File: config.mk
export PLATFORM = sky130hd
export DESIGN_NAME = mem_access_stage
export DESIGN_NICKNAME = d
export VERILOG_FILES = /design/src/rtl/mips_mem_pkg.sv /design/src/rtl/lsu_align.sv /design/src/rtl/mem_access_stage.sv
export SDC_FILE = /design/constraint.sdc
export NUM_CORES = 1
export LEC_CHECK = 0
export BUFFER_PORTS_ARGS = -buffer_cell sky130_fd_sc_hd__buf_4
export CAP_MARGIN = 20
export CELL_PAD_IN_SITES_DETAIL_PLACEMENT = 0
export CELL_PAD_IN_SITES_GLOBAL_PLACEMENT = 1
export CORE_MARGIN = 2
export CORE_UTILIZATION = 39
export CTS_CLUSTER_SIZE = 30
export DETAILED_ROUTE_END_ITERATION = 8
export HOLD_SLACK_MARGIN = 0.03
export PLACE_DENSITY = 0.85
export SYNTH_ARGS = -nofsm -noshare
export SYNTH_HDL_FRONTEND = slang
export SYNTH_SLANG_ARGS = --single-unit
File: constraint.sdc
create_clock -name clk -period 3.38 [get_ports clk]
set_clock_uncertainty 0.05 [all_clocks]
set_input_delay 0.676 -clock clk [delete_from_list [all_inputs] [get_ports clk]]
set_output_delay 0.676 -clock clk [all_outputs]
set_load 0.01 [all_outputs]
File: src/rtl/mips_mem_pkg.sv
// Shared definitions for the MEM stage: access size codes, FSM encoding
// and byte-enable patterns.
package mips_mem_pkg;

   localparam logic [1:0] MEM_BYTE = 2'b00;
   localparam logic [1:0] MEM_HALF = 2'b01;
   localparam logic [1:0] MEM_WORD = 2'b10;

   typedef enum logic [1:0] {
      ST_IDLE = 2'b00,
      ST_BUSY = 2'b01,
      ST_DONE = 2'b10
   } mem_state_t;

   localparam logic [3:0] BE_NONE    = 4'b0000;
   localparam logic [3:0] BE_BYTE0   = 4'b0001;
   localparam logic [3:0] BE_HALF_LO = 4'b0011;
   localparam logic [3:0] BE_HALF_HI = 4'b1100;
   localparam logic [3:0] BE_WORD    = 4'b1111;

   function automatic logic [31:0] word_align(input logic [31:0] addr);
      return {addr[31:2], 2'b00};
   endfunction

endpackage

File: src/rtl/lsu_align.sv
// Byte-lane steering for the data memory port: store replication, byte
// enables, load extraction with sign/zero extension, and alignment check.
module lsu_align
   import mips_mem_pkg::*;
(
   input  logic [1:0]  addr_lo_i,
   input  logic [1:0]  size_i,
   input  logic        signed_i,
   input  logic [31:0] wdata_i,
   input  logic [31:0] rdata_i,
   output logic [3:0]  be_o,
   output logic [31:0] wdata_o,
   output logic [31:0] rdata_o,
   output logic        misaligned_o
);

   logic [7:0]  byte_sel;
   logic [15:0] half_sel;

   always_comb begin
      unique case (addr_lo_i)
         2'd0:    byte_sel = rdata_i[7:0];
         2'd1:    byte_sel = rdata_i[15:8];
         2'd2:    byte_sel = rdata_i[23:16];
         default: byte_sel = rdata_i[31:24];
      endcase
      half_sel = addr_lo_i[1] ? rdata_i[31:16] : rdata_i[15:0];
   end

   // NOTE: every output gets a default before the case so no latch is inferred.
   always_comb begin
      be_o         = BE_WORD;
      wdata_o      = wdata_i;
      rdata_o      = rdata_i;
      misaligned_o = 1'b0;
      case (size_i)
         MEM_BYTE: begin
            be_o    = BE_BYTE0 << addr_lo_i;
            wdata_o = {4{wdata_i[7:0]}};
            rdata_o = {{24{signed_i & byte_sel[7]}}, byte_sel};
         end
         MEM_HALF: begin
            be_o         = addr_lo_i[1] ? BE_HALF_HI : BE_HALF_LO;
            wdata_o      = {2{wdata_i[15:0]}};
            rdata_o      = {{16{signed_i & half_sel[15]}}, half_sel};
            misaligned_o = addr_lo_i[0];
         end
         // word and the reserved code behave identically
         default: misaligned_o = |addr_lo_i;
      endcase
   end

endmodule

File: src/rtl/mem_access_stage.sv
// MEM stage of the 5-stage MIPS pipeline: drives a req/ack data memory,
// stalls upstream while an access is outstanding, formats load data for WB.
module mem_access_stage
   import mips_mem_pkg::*;
#(
   parameter int TIMEOUT = 256,
   parameter int CNT_W   = 9
) (
   input  logic        clk,
   input  logic        rst,
   input  logic [31:0] ALUresult_in,
   input  logic [31:0] wdata_in,
   input  logic        MemRead_in,
   input  logic        MemWrite_in,
   input  logic [1:0]  MemSize_in,
   input  logic        MemSigned_in,
   input  logic        RegDst_in,
   input  logic [4:0]  RegAddrI_in,
   input  logic [4:0]  RegAddrR_in,
   input  logic        RegWrite_in,
   input  logic        MemToReg_in,
   output logic [31:0] ALUresult_out,
   output logic [31:0] mem_out,
   output logic        RegDst_out,
   output logic [4:0]  RegAddrI_out,
   output logic [4:0]  RegAddrR_out,
   output logic        RegWrite_out,
   output logic        MemToReg_out,
   output logic        stall_out,
   output logic        dm_req,
   output logic        dm_we,
   output logic [31:0] dm_addr,
   output logic [3:0]  dm_be,
   output logic [31:0] dm_wdata,
   input  logic        dm_ack,
   input  logic [31:0] dm_rdata,
   output logic        align_err,
   output logic        bus_err
);

   mem_state_t       state_q, state_d;
   logic [CNT_W-1:0] cnt_q, cnt_d;
   logic             dm_req_q, dm_req_d;
   logic             dm_we_q, dm_we_d;
   logic [31:0]      dm_addr_q, dm_addr_d;
   logic [3:0]       dm_be_q, dm_be_d;
   logic [31:0]      dm_wdata_q, dm_wdata_d;
   logic [31:0]      mem_q, mem_d;
   logic             align_err_q, align_err_d;
   logic             bus_err_q, bus_err_d;
   logic             timeout_q, timeout_d;
   logic [1:0]       lane_q, lane_d;
   logic [1:0]       size_q, size_d;
   logic             signed_q, signed_d;

   logic        in_idle;
   logic        mem_op;
   logic        issue;
   logic        misaligned_op;
   logic        timeout_hit;
   logic        wb_kill;
   logic [1:0]  al_lane;
   logic [1:0]  al_size;
   logic        al_signed;
   logic [3:0]  al_be;
   logic [31:0] al_wdata;
   logic [31:0] al_rdata;
   logic        al_misaligned;

   assign in_idle = (state_q == ST_IDLE);
   assign mem_op  = MemRead_in | MemWrite_in;

   // Live inputs decide the request in IDLE; the latched copy formats the ack data.
   assign al_lane   = in_idle ? ALUresult_in[1:0] : lane_q;
   assign al_size   = in_idle ? MemSize_in        : size_q;
   assign al_signed = in_idle ? MemSigned_in      : signed_q;

   lsu_align u_lsu_align (
      .addr_lo_i    (al_lane),
      .size_i       (al_size),
      .signed_i     (al_signed),
      .wdata_i      (wdata_in),
      .rdata_i      (dm_rdata),
      .be_o         (al_be),
      .wdata_o      (al_wdata),
      .rdata_o      (al_rdata),
      .misaligned_o (al_misaligned)
   );

   assign issue         = in_idle & mem_op & ~al_misaligned;
   assign misaligned_op = in_idle & mem_op &  al_misaligned;
   assign timeout_hit   = (cnt_q == CNT_W'(TIMEOUT - 1));

   always_comb begin
      state_d     = state_q;
      cnt_d       = cnt_q;
      dm_req_d    = dm_req_q;
      dm_we_d     = dm_we_q;
      dm_addr_d   = dm_addr_q;
      dm_be_d     = dm_be_q;
      dm_wdata_d  = dm_wdata_q;
      mem_d       = mem_q;
      align_err_d = 1'b0;
      bus_err_d   = 1'b0;
      timeout_d   = timeout_q;
      lane_d      = lane_q;
      size_d      = size_q;
      signed_d    = signed_q;
      case (state_q)
         ST_IDLE: begin
            timeout_d = 1'b0;
            if (issue) begin
               dm_req_d   = 1'b1;
               dm_we_d    = MemWrite_in;
               dm_addr_d  = word_align(ALUresult_in);
               dm_be_d    = al_be;
               dm_wdata_d = al_wdata;
               lane_d     = ALUresult_in[1:0];
               size_d     = MemSize_in;
               signed_d   = MemSigned_in;
               cnt_d      = '0;
               state_d    = ST_BUSY;
            end else if (misaligned_op) begin
               align_err_d = 1'b1;
            end
         end
         ST_BUSY: begin
            cnt_d = cnt_q + 1'b1;
            if (dm_ack) begin
               dm_req_d = 1'b0;
               mem_d    = dm_we_q ? '0 : al_rdata;
               state_d  = ST_DONE;
            end else if (timeout_hit) begin
               dm_req_d  = 1'b0;
               bus_err_d = 1'b1;
               timeout_d = 1'b1;
               mem_d     = '0;
               state_d   = ST_DONE;
            end
         end
         ST_DONE: state_d = ST_IDLE;
         default: state_d = ST_IDLE;
      endcase
   end

   // NOTE: state uses non-blocking assignments so every register samples pre-edge values.
   always_ff @(posedge clk or negedge rst) begin
      if (!rst) begin
         state_q     <= ST_IDLE;
         cnt_q       <= '0;
         dm_req_q    <= 1'b0;
         dm_we_q     <= 1'b0;
         dm_addr_q   <= '0;
         dm_be_q     <= BE_NONE;
         dm_wdata_q  <= '0;
         mem_q       <= '0;
         align_err_q <= 1'b0;
         bus_err_q   <= 1'b0;
         timeout_q   <= 1'b0;
         lane_q      <= 2'b00;
         size_q      <= MEM_WORD;
         signed_q    <= 1'b0;
      end else begin
         state_q     <= state_d;
         cnt_q       <= cnt_d;
         dm_req_q    <= dm_req_d;
         dm_we_q     <= dm_we_d;
         dm_addr_q   <= dm_addr_d;
         dm_be_q     <= dm_be_d;
         dm_wdata_q  <= dm_wdata_d;
         mem_q       <= mem_d;
         align_err_q <= align_err_d;
         bus_err_q   <= bus_err_d;
         timeout_q   <= timeout_d;
         lane_q      <= lane_d;
         size_q      <= size_d;
         signed_q    <= signed_d;
      end
   end

   assign stall_out = rst & ((state_q == ST_BUSY) | issue);
   assign mem_out   = (state_q == ST_DONE) ? mem_q : '0;

   // A stalled, misaligned or timed-out instruction must not write back.
   assign wb_kill = stall_out | misaligned_op | ((state_q == ST_DONE) & timeout_q);

   assign ALUresult_out = ALUresult_in;
   assign RegDst_out    = RegDst_in;
   assign RegAddrI_out  = RegAddrI_in;
   assign RegAddrR_out  = RegAddrR_in;
   assign RegWrite_out  = RegWrite_in & ~wb_kill;
   assign MemToReg_out  = MemToReg_in & ~wb_kill;

   assign dm_req    = dm_req_q;
   assign dm_we     = dm_we_q;
   assign dm_addr   = dm_addr_q;
   assign dm_be     = dm_be_q;
   assign dm_wdata  = dm_wdata_q;
   assign align_err = align_err_q;
   assign bus_err   = bus_err_q;

endmodule

==> metrics.log, run 1 <==
INFO  metric synth_enable_flop_cells = 0
INFO  metric coreArea = 16000 um2
INFO  metric timing.critical_path.required = 2.65 ns
INFO  metric final_worst_path_period_need = 3.15 ns
INFO  metric route.layer.met1.wl = 7.91 mm
INFO  metric synth_largest_area_cell = sky130_fd_sc_hd__dfrtp_1
INFO  metric part_of_the_yosys_area_used_for_sequential_elements = 0.464
INFO  metric synth-seq-cells = 119
INFO  metric final_cell_count_no_fill = 1062
INFO  metric port-buffer-count = 242
INFO  metric design.final.nets = 953
INFO  metric crit_arrival = 2.43 ns
INFO  metric final_setup_violation_count = 0
INFO  metric cts.reportedPaths.clkPinSlew = 0.05 ns
INFO  metric layout.core_utilization = 0.551
INFO  metric boundaryPins = 267
INFO  metric first_global_vias = 5765
INFO  metric buffer_count_from_post_cts_setup_fixing = 0
INFO  metric antenna_left = 0
INFO  metric ctsHoldBuffers = 0
INFO  metric synth_cells = 631
INFO  metric gp_congestion = 0.830
INFO  metric gr-total-overflow = 0
INFO  metric synthTopCellsByCount = sky130_fd_sc_hd__dfrtp_1, sky130_fd_sc_hd__o21ai_0, sky130_fd_sc_hd__nor2_1, sky130_fd_sc_hd__buf_4, sky130_fd_sc_hd__nand2_1
INFO  metric final.fill_count = 1431
INFO  metric fp.dieH = 132 um
INFO  metric grt_antenna_before_repair = 0
INFO  metric start_kind = flip-flop
INFO  metric die_x = 132 um
INFO  metric clock_tree_from_tritoncts = built
INFO  metric synth_area = 6420 um2
INFO  metric total_half_perimeter_wirelength_after_legalization_and_detailed_placement = 14.2 mm
INFO  metric worstPathMaxFanout = 13
INFO  metric grt_max_degree = 70
INFO  metric crit_path_start = state_q[0]$_DFFE_PN0P_
INFO  metric path_class = reg2out
INFO  metric groute.usage.overall = 0.218
INFO  metric clock_path_buffers = 2
INFO  metric maxUsedRoutingLayer = met4
INFO  metric remaining_drc_errors = 0
INFO  metric critical_path.endpoint_type = output port
INFO  metric area.sequential = 2980 um2
INFO  metric wl_met3 = 1.50 mm
INFO  metric yosys.cell_types.count = 59
INFO  metric layout-drive-gt1-share = 0.426
INFO  metric synthesis.yosys.warnings = 0
INFO  metric ir_worst_vdd = 0.000499 V
INFO  metric drv_cap = 0
INFO  metric max_freq = 317 MHz
INFO  metric synthMostInstantiatedCell = sky130_fd_sc_hd__dfrtp_1
INFO  metric floorplan.initialDensity = 0.401
INFO  metric cts_resized = 0
INFO  metric core.rowCount = 46
INFO  metric dominantRegCellSynth = sky130_fd_sc_hd__dfrtp_1
INFO  metric hold_class = in2async
INFO  metric yosys.area.top_type_share = 0.460
INFO  metric htreeDepth = 4
INFO  metric cts-buffers-inserted = 17
INFO  metric tritoncts_num_sinks = 119
INFO  metric place_inst = 1030
INFO  metric ctsRootBufferMaster = sky130_fd_sc_hd__clkbuf_16
INFO  metric dieArea = 17500 um2
INFO  metric totalWireLength = 19.3 mm
INFO  metric timing_hold_violations_final = 0
INFO  metric finalMaxSlewViolations = 0
INFO  metric pre_cts_ws = 0.428 ns
INFO  metric wl_met2 = 9.46 mm
INFO  metric asyncSetResetFlopFracSynth = 1.00
INFO  metric synth_area_per_cell = 10.2 um2
INFO  metric setup-tns-final = 0 ns
INFO  metric area_of_combinational_cells_with_multiple_inputs = 2950 um2
INFO  metric timing.rr.start = state_q[0]$_DFFE_PN0P_
INFO  metric synth_top_cells_by_area = sky130_fd_sc_hd__dfrtp_1, sky130_fd_sc_hd__mux2_2, sky130_fd_sc_hd__buf_4
INFO  metric clkLatencyLatePin = 0.41 ns
INFO  metric avgViaCountPerCell = 5.29
INFO  metric min_period_over_period = 0.933
INFO  metric total_leakage_power = 4.15 nW
INFO  metric tightestPinTransition = 1.01 ns
INFO  metric power.density_cell_area = 942 nW/um2
INFO  metric run_status = finished, final reports clean
INFO  metric initialDrtViolationCount = 328
INFO  metric slew_headroom = 0.329
INFO  metric avgRoutedWirePerCell = 18.2 um
INFO  metric grt_pass1_wl = 30.5 mm
INFO  metric area.growth.synth_to_final = 37.2%
INFO  metric final.setup.worst_slack = 0.227 ns
INFO  metric n_antenna_cell = 0
INFO  metric first_pass_iters = 5
INFO  metric dr_total_vias = 5619
INFO  metric grt_setup_unrepaired = false
## final timing paths
check,endpoint,slack (ns),cells after the start
min reg2reg,mem_q[26]$_DFFE_PN0P_,0.42,2
max in group asynchronous,dm_addr[9]$_DFFE_PN0P_,1.62,3
max,MemToReg_out,0.23,6
min,align_err$_DFF_PN0_,0.33,2
min in group clk,mem_q[26]$_DFFE_PN0P_,0.42,2
max reg2reg,dm_wdata[29]$_DFFE_PN0P_,0.63,6
## layer usage
layer,GRT usage,vias up
li1,-,2604
met2,0.366,270
met1,0.264,2712
met5,0,-
met3,0.0642,33
met4,0.0848,0
## worst max-delay path: stages (launching register included)
cell and delay (ns):
sky130_fd_sc_hd__dfrtp_1 0.53, sky130_fd_sc_hd__or3b_4 0.50, sky130_fd_sc_hd__a221oi_4 0.42, sky130_fd_sc_hd__o21ai_0 0.15
sky130_fd_sc_hd__a21oi_1 0.20, sky130_fd_sc_hd__nor2_1 0.08, sky130_fd_sc_hd__buf_4 0.14
## cells in the final DEF, fill, tap and decap left out, drive strengths merged, types with 5 or more instances in the layout
cell type | netlist | final
a21oi | 35 | 35
nand3 | 11 | 11
clkbuf | 21 | 23
a31oi | 8 | 8
a22oi | 8 | 8
and2 | 33 | 33
dfrtp | 118 | 118
nor3b | 10 | 10
mux2 | 57 | 57
a21boi | 7 | 7
inv | 6 | 6
o21ai | 60 | 60
nand2 | 43 | 43
buf | 60 | 264
nor2 | 51 | 51
o221ai | 8 | 8
nor3 | 5 | 5
mux2i | 28 | 28
o21a | 6 | 6
## area by class of cell
type	instances	share of cell area
Multi-Input combinational cell	426	0.335
Clock inverter	8	0.0141
Sequential cell	119	0.338
Timing Repair Buffer	264	0.228
Tap cell	216	0.0307
Clock buffer	23	0.0520
Inverter	6	0.00256
## power by group
| part | switching [mW] | leakage, nW | internal, mW |
|---|---|---|---|
| registers | 0.413 | 1.45 | 2.08 |
| logic | 2.05 | 2.42 | 1.94 |
| clock network | 0.645 | 0.277 | 1.17 |
| total | 3.11 | 4.15 | 5.19 |
## sequential cells by signal (all words and copies together) (netlist names)
name,cells
dm_be,4
align_err,1
bus_err,1
dm_req,1
dm_wdata,32
size_q,2
timeout_q,1
cnt_q,9
lane_q,2
dm_addr,30
state_q,2
signed_q,1
dm_we,1
mem_q,32
## logic make-up after synthesis
group / count (synthesis) / share of synthesized area
compound gates: 158 / 0.153
fa+ha+maj: 2 / 0.00390
flops: 119 / 0.464
xor+xnor: 2 / 0.00273
other cells: 1 / 0.000584
mux: 85 / 0.152
buf+inv: 87 / 0.0832
simple gates: 177 / 0.141
## per-stage QoR
step                total power, mW  cell area [um2]  hold WS, ns
global route                   8.80             8810        0.387
finish                         8.30             8810        0.333
detailed placement             6.46             8210        0.412
floorplan                      4.86             6430        0.330
global placement               6.33             8210        0.403
CTS                            8.32             8790        0.349
No activity file was read; power rests on OpenSTA's default activity.
==> inputs of run 2 (changes only) <==
- CELL_PAD_IN_SITES_DETAIL_PLACEMENT: 0 -> 1
==> run 2 against run 1 <==
  * Combinational power grew 3%
  * Clock power grew 2%
  * Sequential power is essentially flat
  * Critical path type unchanged
  * Routed wire length grew 14%
  * Critical endpoint unchanged
==> metrics.log, run 2 (synthesized netlist as in run 1, its figures left out) <==
INFO  metric run_status = finished, final reports clean (unchanged)
INFO  metric cts-buffers-inserted = 17 (unchanged)
INFO  metric min_period_over_period = 0.940 (was 0.933)
INFO  metric fp.dieH = 132 um (unchanged)
INFO  metric hold_class = in2async (unchanged)
INFO  metric power.density_cell_area = 961 nW/um2 (was 942 nW/um2)
INFO  metric cts.reportedPaths.clkPinSlew = 0.06 ns (was 0.05 ns)
INFO  metric layout-drive-gt1-share = 0.432 (was 0.426)
INFO  metric mostFrequentLayoutCells = sky130_fd_sc_hd__buf_4, sky130_fd_sc_hd__dfrtp_1, sky130_fd_sc_hd__o21ai_0 (unchanged)
INFO  metric tritoncts_num_sinks = 119 (unchanged)
INFO  metric remaining_drc_errors = 0 (unchanged)
INFO  metric drv_cap = 0 (unchanged)
INFO  metric cpPeakStageDelay = 0.59 ns (was 0.53 ns)
INFO  metric gr-total-overflow = 0 (unchanged)
INFO  metric final_worst_path_period_need = 3.18 ns (was 3.15 ns)
INFO  metric critical_path.endpoint_type = output port (unchanged)
INFO  metric timing.critical_path.required = 2.65 ns (about the same)
INFO  metric tightestPinTransition = 1.04 ns (was 1.01 ns)
INFO  metric grt_setup_unrepaired = false (unchanged)
INFO  metric floorplan.initialDensity = 0.401 (unchanged)
INFO  metric path_class = reg2out (unchanged)
INFO  metric dpl-instance-area = 8210 um2 (unchanged)
INFO  metric finalMaxSlewViolations = 0 (unchanged)
INFO  metric timing_hold_violations_final = 0 (unchanged)
INFO  metric timing.hold.ws = 0.332 ns (was 0.333 ns)
INFO  metric slew_headroom = 0.310 (was 0.329)
INFO  metric start_kind = flip-flop (unchanged)
INFO  metric grt_antenna_before_repair = 0 (unchanged)
INFO  metric avgViaCountPerCell = 5.42 (was 5.29)
INFO  metric ir_worst_vdd = 0.000443 V (was 0.000499 V)
INFO  metric grt_pass1_wl = 34.8 mm (was 30.5 mm)
INFO  metric setup-tns-final = 0 ns (unchanged)
INFO  metric port-buffer-count = 242 (unchanged)
INFO  metric coreArea = 16000 um2 (unchanged)
INFO  metric total_power = 8.49 mW (was 8.30 mW)
INFO  metric worst_path_most_repeated_cell = sky130_fd_sc_hd__o21ai_0
INFO  metric cp_slowest_cell = sky130_fd_sc_hd__dfrtp_1 (unchanged)
INFO  metric clock_path_buffers = 2 (unchanged)
INFO  metric initialDrtViolationCount = 333 (was 328)
INFO  metric design.final.nets = 953 (unchanged)
INFO  metric htreeDepth = 4 (unchanged)
INFO  metric total_leakage_power = 4.17 nW (was 4.15 nW)
INFO  metric crit_arrival = 2.45 ns (was 2.43 ns)
INFO  metric n_antenna_cell = 0 (unchanged)
INFO  metric total_half_perimeter_wirelength_after_legalization_and_detailed_placement = 16.4 mm (was 14.2 mm)
INFO  metric grt_max_degree = 70 (unchanged)
INFO  metric antenna_left = 0 (unchanged)
INFO  metric cp_top_family = compound AO/OA/AOI/OAI gates (unchanged)
INFO  metric core.rowCount = 46 (unchanged)
INFO  metric first_pass_iters = 5 (unchanged)
INFO  metric totalWireLength = 21.9 mm (was 19.3 mm)
INFO  metric worstPathMaxFanout = 13 (unchanged)
INFO  metric dieArea = 17500 um2 (unchanged)
INFO  metric ctsRootBufferMaster = sky130_fd_sc_hd__clkbuf_16 (unchanged)
INFO  metric buffer_count_from_post_cts_setup_fixing = 0 (unchanged)
INFO  metric cp_num_buf_inv = 1 (unchanged)
INFO  metric area.growth.synth_to_final = 37.6% (was 37.2%)
INFO  metric boundaryPins = 267 (unchanged)
INFO  metric ordered_list_of_cells_on_the_worst_path = o21ai_0 > a221oi_4 > o21ai_0 > a21oi_1 > nor2_1 > buf_4 (was or3b_4 > a221oi_4 > o21ai_0 > a21oi_1 > nor2_1 > buf_4)
INFO  metric final_setup_violation_count = 0 (unchanged)
INFO  metric design_area = 8830 um2 (was 8810 um2)
INFO  metric dr_total_vias = 5762 (was 5619)
INFO  metric clkLatencyLatePin = 0.41 ns (about the same)
INFO  metric die_x = 132 um (unchanged)
INFO  metric avgRoutedWirePerCell = 20.6 um (was 18.2 um)
INFO  metric final_common_cell = sky130_fd_sc_hd__buf_4 (unchanged)
INFO  metric max_freq = 315 MHz (was 317 MHz)
INFO  metric first_global_vias = 6309 (was 5765)
INFO  metric groute.usage.overall = 0.251 (was 0.218)
INFO  metric clock_tree_from_tritoncts = built (unchanged)
INFO  metric final.fill_count = 1817 (was 1431)
INFO  metric gp_congestion = 0.830 (unchanged)
## run 2: cell types whose count changed in the layout (fill, tap and decap cells not counted), sizes merged
cell	previous run	this run
inv	6	8
clkinv	3	8
clkbuf	23	17
## run 2: per-stage QoR
step / instances / setup WS [ns] / utilization
CTS: 1062 / 0.0526 / 0.551
finish: 1063 / 0.202 / 0.552
global route: 1063 / 0.0319 / 0.552
global placement: 1030 / 0.435 / 0.513
floorplan: 632 / 0.832 / -
detailed placement: 1030 / 0.349 / 0.513
## run 2: metal layers
| metal | vias up | GRT usage | share of wire |
|---|---|---|---|
| li1 | 2602 | - | - |
| met1 | 2884 | 0.291 | 0.40 |
| met2 | 239 | 0.441 | 0.51 |
| met3 | 37 | 0.0700 | 0.072 |
| met4 | 0 | 0.0926 | 0.021 |
| met5 | - | 0 | 0 |
## run 2: power breakdown
part	internal [mW]	switching, mW	leakage, nW
combinational	1.95	2.17	2.42
sequential	2.08	0.439	1.45
clock	1.16	0.698	0.293
total	5.18	3.31	4.17
## run 2: final timing paths
check / from / end / slack, ns / depth (start not counted)
max in group asynchronous: rst / dm_wdata[23]$_DFFE_PN0P_ / 1.61 / 3
min: rst / align_err$_DFF_PN0_ / 0.33 / 2
min reg2reg: mem_q[21]$_DFFE_PN0P_ / mem_q[21]$_DFFE_PN0P_ / 0.42 / 2
min in group clk: mem_q[21]$_DFFE_PN0P_ / mem_q[21]$_DFFE_PN0P_ / 0.42 / 2
max reg2reg: state_q[0]$_DFFE_PN0P_ / dm_wdata[29]$_DFFE_PN0P_ / 0.59 / 6
max: state_q[0]$_DFFE_PN0P_ / MemToReg_out / 0.20 / 6
## run 2: timing repair
| action | CTS | global route |
|---|---|---|
| gates resized for setup | 0 | 3 |
| hold buffers | 0 | 0 |
| setup endpoints to repair | 0 | 3 |
## run 2: worst register-to-register path: stages, from the launching register on
cell                       delay (ns)
sky130_fd_sc_hd__dfrtp_1         0.52
sky130_fd_sc_hd__buf_4           0.26
sky130_fd_sc_hd__nor4_2          0.48
sky130_fd_sc_hd__a221oi_4        0.11
sky130_fd_sc_hd__nor3_4          0.52
sky130_fd_sc_hd__buf_4           0.36
sky130_fd_sc_hd__mux2_2          0.37
## run 2: area by class of cell
cell class	count	area [um2]	area share
timing repair buffer	264	2010	0.227
multi-input combinational	426	2950	0.334
clock inverter	15	178	0.0201
tap	216	270	0.0306
inverter	6	22.5	0.00255
sequential	119	2980	0.337
clock buffer	17	425	0.0482
